`src/rtl/dma_rr_arbiter.sv`:
```
// dma_rr_arbiter: round-robin sharing of one DMA controller among N_REQ requesters,
// grant held per transfer, with a watchdog that aborts transfers stalled without ctl_ack.
module dma_rr_arbiter #(
  parameter int N_REQ   = 2,
  parameter int TIMEOUT = 1024,
  parameter int TO_W    = 11
) (
  input  logic                clk,
  input  logic                reset_n,
  input  logic [N_REQ-1:0]    req_rqst,
  input  logic [N_REQ-1:0]    req_rd_wr,
  input  logic [16*N_REQ-1:0] req_addr,
  input  logic [16*N_REQ-1:0] req_nwords,
  input  logic [16*N_REQ-1:0] req_dev_out,
  input  logic [N_REQ-1:0]    req_dev_ack,
  output logic [N_REQ-1:0]    req_ack,
  output logic [15:0]         req_dev_in,
  output logic [N_REQ-1:0]    req_end,
  output logic [N_REQ-1:0]    req_error,
  output logic                ctl_rqst,
  output logic                ctl_rd_wr,
  output logic [15:0]         ctl_addr,
  output logic [15:0]         ctl_nwords,
  output logic [15:0]         ctl_dev_out,
  output logic                ctl_dev_ack,
  input  logic                ctl_ack,
  input  logic [15:0]         ctl_dev_in,
  input  logic                ctl_end_flag,
  input  logic                ctl_error_flag,
  output logic [N_REQ-1:0]    grant,
  output logic                busy
);
  localparam int LW = (N_REQ > 1) ? $clog2(N_REQ) : 1;
  typedef enum logic [1:0] {IDLE, GRANT, RELEASE} state_t;
  state_t           r_state, w_next;
  logic [N_REQ-1:0] r_grant, w_win_oh;
  logic [LW-1:0]    r_last, w_win;
  logic [TO_W-1:0]  r_wd;
  logic             r_to, w_to, w_g_rqst;
  // Scan from the farthest candidate down so the first requester after r_last wins.
  always_comb begin
    w_win = r_last;
    for (int k = N_REQ; k >= 1; k--)
      if (req_rqst[(int'(r_last) + k) % N_REQ]) w_win = LW'((int'(r_last) + k) % N_REQ);
  end
  assign w_win_oh = N_REQ'(1) << w_win;
  always_comb begin
    ctl_rd_wr   = 1'b0;
    ctl_dev_ack = 1'b0;
    ctl_addr    = '0;
    ctl_nwords  = '0;
    ctl_dev_out = '0;
    for (int i = 0; i < N_REQ; i++)
      if (r_grant[i]) begin
        ctl_rd_wr   = ctl_rd_wr | req_rd_wr[i];
        ctl_dev_ack = ctl_dev_ack | req_dev_ack[i];
        ctl_addr    = ctl_addr | req_addr[16*i +: 16];
        ctl_nwords  = ctl_nwords | req_nwords[16*i +: 16];
        ctl_dev_out = ctl_dev_out | req_dev_out[16*i +: 16];
      end
  end
  assign w_g_rqst = |(req_rqst & r_grant);
  assign w_to     = (r_state == GRANT) && (r_wd == TO_W'(TIMEOUT - 1)) && !ctl_ack;
  always_comb begin
    w_next = r_state;
    case (r_state)
      IDLE:    w_next = |req_rqst ? GRANT : IDLE;
      GRANT:   w_next = (ctl_end_flag || ctl_error_flag || !w_g_rqst || w_to) ? RELEASE : GRANT;
      RELEASE: w_next = (!ctl_end_flag && !ctl_error_flag && !w_g_rqst) ? IDLE : RELEASE;
      default: w_next = IDLE;
    endcase
  end
  always_ff @(posedge clk or negedge reset_n) begin
    if (!reset_n) begin
      r_state <= IDLE;
      r_grant <= '0;
      r_last  <= LW'(N_REQ - 1);
      r_wd    <= '0;
      r_to    <= 1'b0;
    end else begin
      r_state <= w_next;
      r_to    <= w_to;
      r_wd    <= (r_state == GRANT && !ctl_ack) ? ((&r_wd) ? r_wd : r_wd + 1'b1) : '0;
      if (r_state == IDLE && w_next == GRANT) begin
        r_grant <= w_win_oh;
        r_last  <= w_win;
      end else if (r_state == RELEASE && w_next == IDLE) begin
        r_grant <= '0;
      end
    end
  end
  assign ctl_rqst   = w_g_rqst && (r_state == GRANT);
  assign req_ack    = {N_REQ{ctl_ack}} & r_grant;
  assign req_end    = {N_REQ{ctl_end_flag}} & r_grant;
  assign req_error  = {N_REQ{ctl_error_flag | r_to}} & r_grant;
  assign req_dev_in = |r_grant ? ctl_dev_in : '0;
  assign grant      = r_grant;
  assign busy       = r_state != IDLE;
endmodule

```
`config.mk`:
```
export PLATFORM = sky130hd
export DESIGN_NAME = dma_rr_arbiter
export DESIGN_NICKNAME = d
export VERILOG_FILES = /design/src/rtl/dma_rr_arbiter.sv
export SDC_FILE = /design/constraint.sdc
export NUM_CORES = 1
export LEC_CHECK = 0
export CAP_MARGIN = 0
export CORE_AREA = 2 2 78 80
export DETAILED_ROUTE_END_ITERATION = 8
export DIE_AREA = 0 0 80 82
export PLACE_DENSITY = 0.91
export SLEW_MARGIN = 20
export SYNTH_ARGS = -nofsm -noshare
export SYNTH_HDL_FRONTEND = slang
export SYNTH_SLANG_ARGS = --single-unit
```
`constraint.sdc`:
```
create_clock -name clk -period 3.3 [get_ports clk]
set_input_delay 0.33 -clock clk [delete_from_list [all_inputs] [get_ports clk]]
set_output_delay 0.33 -clock clk [all_outputs]
set_load 0.05 [all_outputs]
```
==> impl_results.md <==
* Fin cells at approximately 440
* DP Worst Slack at 0.865 ns
* Data required time of the critical path at between 2 and 3 ns
* Multi-input gate area at ~1100 sq um
* Peak supply drop at ~0.00056 V
* Final Cell Area at 3780 sq um
* Setup TNS at 0 ns
* Num rows at 28
* Post-CTS setup buffers at 0
* CP top delay family: flip-flops
* WP buf/inv at 1
* Int Pwr at 1460 uW
* Core box area at roughly 5700 sq um
* Vias per std cell at about 5.1
* Clock transition at path regs at approximately 0.06 ns
* Max Cap Viol at 0
* Die Wd at around 80 um
* Worst Hold Class: primary input to async pin
* Yosys warns at 0
* CP arrival at 2.37 ns
* Type of the worst setup path: flip-flop to primary output
* Synth Cell Area at between 1500 and 2000 sq um
* Ys flop type: dfrtp_1
* DRT Pass-1 Iters at 4
* Grt met1 use at between 20 and 30%
* Top post-synthesis cells by area: a22o_1 (29%), dfrtp_1 (26%), nor2b_1 (6.8%)
* Avg Cell Area, Syn at roughly 8.6 sq um
* Leakage at approximately 0.0015 uW
* Post-DP Area at 3730 sq um
* Placed Instances at around 440
* Post-layout net count at just under 500
* First-pass GRT wire length at 11900 um
* Worst r2r src: grant[1]$_DFFE_PN0P_
* Reg2Reg Depth at 4
* Crit share post-route at roughly 82%
* Gr ovfl total at 0
* Post-layout min period at 2.70 ns
* Largest net degree at the start of global routing at just under 60
* Overall routed net length at 8540 um
* Iteration-0 DRC Markers at 142
* Netlist cell types at 42
* Critical path cell sequence: a22o_1 > clkdlybuf4s50_1
* Hold_buf cts at 0
* Max stage delay on crit path at approximately 1.0 ns
* Crit. End Element: primary output
* Final Max Tran Viols at 0
* Slowest-stage cell, CP: dfrtp_2
* Layout cells sized above 1 at ~8.4%
* FFs w/ async S/R, synth at 100%
* Status: complete, no violations
* Sw power at 2040 uW
* Clk_lat worst skew at about 0.25 ns
* Antenna viol nets, final at 0
* Diodes inserted at 0
* Yosys top cell area share at 28.7%
* Initial Util at a little over a quarter
* Register area at 428 sq um
* Clock power share at under 10%
* Fmax achieved at about 0.37 GHz
* FF-to-FF setup slack at approximately 1.3 ns
* # H-tree levels at 1
* M2 GR Usage at around 39%
* Clock Skews at roughly 0.00053 ns
* EDFF count, synth at 0
* WL/cell at 19.3 um
* Filler cells at 453
* P per Cell Area at 926 nW/um^2
* Leading area contributor after synthesis: a22o_1
* Worst setup margin at approximately 0.60 ns
* RSZ-0062 raised after global routing: no
* Total CTS buffers at 3
* IO Count at 199
* RR Endpoint: r_state[1]$_DFF_PN0_
* Most used routing layer: met2
* Die H at 82 um
* Sink Count at 17
* # port buffers at a little under 200
* Syn_nets at about 300
* CTS tree: yes
* Startpoint types: flip-flop
* Mapped Cells at 180
* HPWL Detailed at between 7000 and 8000 um
* Power, Total at about 3500 uW
* Vias in the first global route at approximately 2200
* Die Area at 6560 sq um
* Antenna violations before repair at 0
* Placer's final routability congestion estimate at 0.923
* Number of gates resized after cts at 0
* Root Driver: clkbuf_8
* Sw frac at 58.2%
* Register area share after synthesis at 27.5%
* CTS max path bufs at 2
* Slew @ Worst Pin at just under 1 ns
* Final Setup Violations at 0
* Worst Path Max Fanout at slightly below 60
* Register bit total from synthesis at 17
* GR Util All Layers at between 20 and 25%
* Met3 usage in global routing at around 9.0%
* DRC at 0
* Slew margin rel. at 35.2%
* Sequential power share at 10.6%
* Total number of vias at 2269
* Syn-to-layout area delta at 143%
* Final hold vios at 0
* Power share of the combinational group at a little over four fifths
==> routing by layer <==
layer / routed length [um] / part of all wire [%] / up-vias
li1: - / - / 1075
met1: 3190 / 37 / 1074
met2: 4250 / 50 / 106
met3: 925 / 11 / 14
met4: 172 / 2.0 / 0
met5: 0 / 0 / -
==> cell usage after synthesis (3+ instances only) <==
master	number
a22o_1	51
nor2b_1	17
dfrtp_1	16
clkbuf_1	12
nor2_1	10
nor3_1	8
nand2_1	7
a21oi_1	5
and2_1	4
inv_1	4
and3_1	3
o21a_1	3
==> cells in the final DEF, fill, tap and decap left out, types with 2 or more instances in the layout <==
master	count
clkdlybuf4s50_1	179
a22o_1	51
nor2b_1	17
buf_12	16
dfrtp_1	15
nor2_1	10
nor3_1	8
nand2_1	7
a21oi_1	5
inv_1	4
and2_1	4
buf_4	4
o21a_1	3
and3_1	3
clkbuf_8	3
nand4_1	2
nor4_4	2
o21ai_1	2
a31oi_1	2
nand3_1	2
o21ai_0	2
mux2i_1	2
a211oi_1	2
o311a_1	2
==> power groups by stage <==
stage,registers [uW],logic (uW),clock network [uW]
finish,371,2970,154
global route,385,3080,172
CTS,369,2980,160
detailed placement,374,2970,0
global placement,367,2950,0
floorplan,318,1900,0
==> metrics by stage <==
step,hold WS (ns),utilization (%)
after floorplan,0.0344,-
after global placement,0.515,65.0
after detailed placement,0.548,65.0
after CTS,0.552,65.8
after global routing,0.586,65.8
final,0.529,65.8
==> flip-flops by register name, summed over array words and instances, names as in the netlist <==
signal	flops
r_last	1
r_state	2
r_to	1
grant	2
r_wd	11
==> area by class of cell <==
| type | count | area share [%] |
|---|---|---|
| clock buffers | 4 | 1.19 |
| inverters | 4 | 0.397 |
| multi-input cells | 144 | 27.9 |
| flip-flops and latches | 17 | 11.3 |
| well taps | 75 | 2.48 |
| repair buffers | 199 | 56.7 |
==> cell families after synthesis <==
logic type,count (synthesis),synth area share [%]
compound gates,75,39.5
xor+xnor,1,0.564
simple gates,65,25.8
fa+ha+maj,1,0.805
buf+inv,19,4.67
mux,2,1.29
flops,17,27.5
==> worst max path at each step <==
stage                               from              to  slack, ns  cells after the start
global placement    grant[1]$_DFFE_PN0P_   ctl_nwords[0]       0.89                      2
CTS                 grant[1]$_DFFE_PN0P_   ctl_nwords[0]       0.59                      2
finish              grant[1]$_DFFE_PN0P_  ctl_dev_out[1]       0.60                      2
floorplan           grant[0]$_DFFE_PN0P_  req_dev_in[10]       0.94                      4
global route        grant[1]$_DFFE_PN0P_   ctl_nwords[0]       0.47                      2
detailed placement  grant[1]$_DFFE_PN0P_   ctl_nwords[0]       0.86                      2
==> worst register-to-register path, cell delays in order (launching register included) <==
cell,delay [ns]
dfrtp_2,1.01
a22o_1,0.33
nor3_1,0.07
or3b_2,0.43
o21ai_1,0.09
Note: power is estimated with default switching activity, not from simulation.
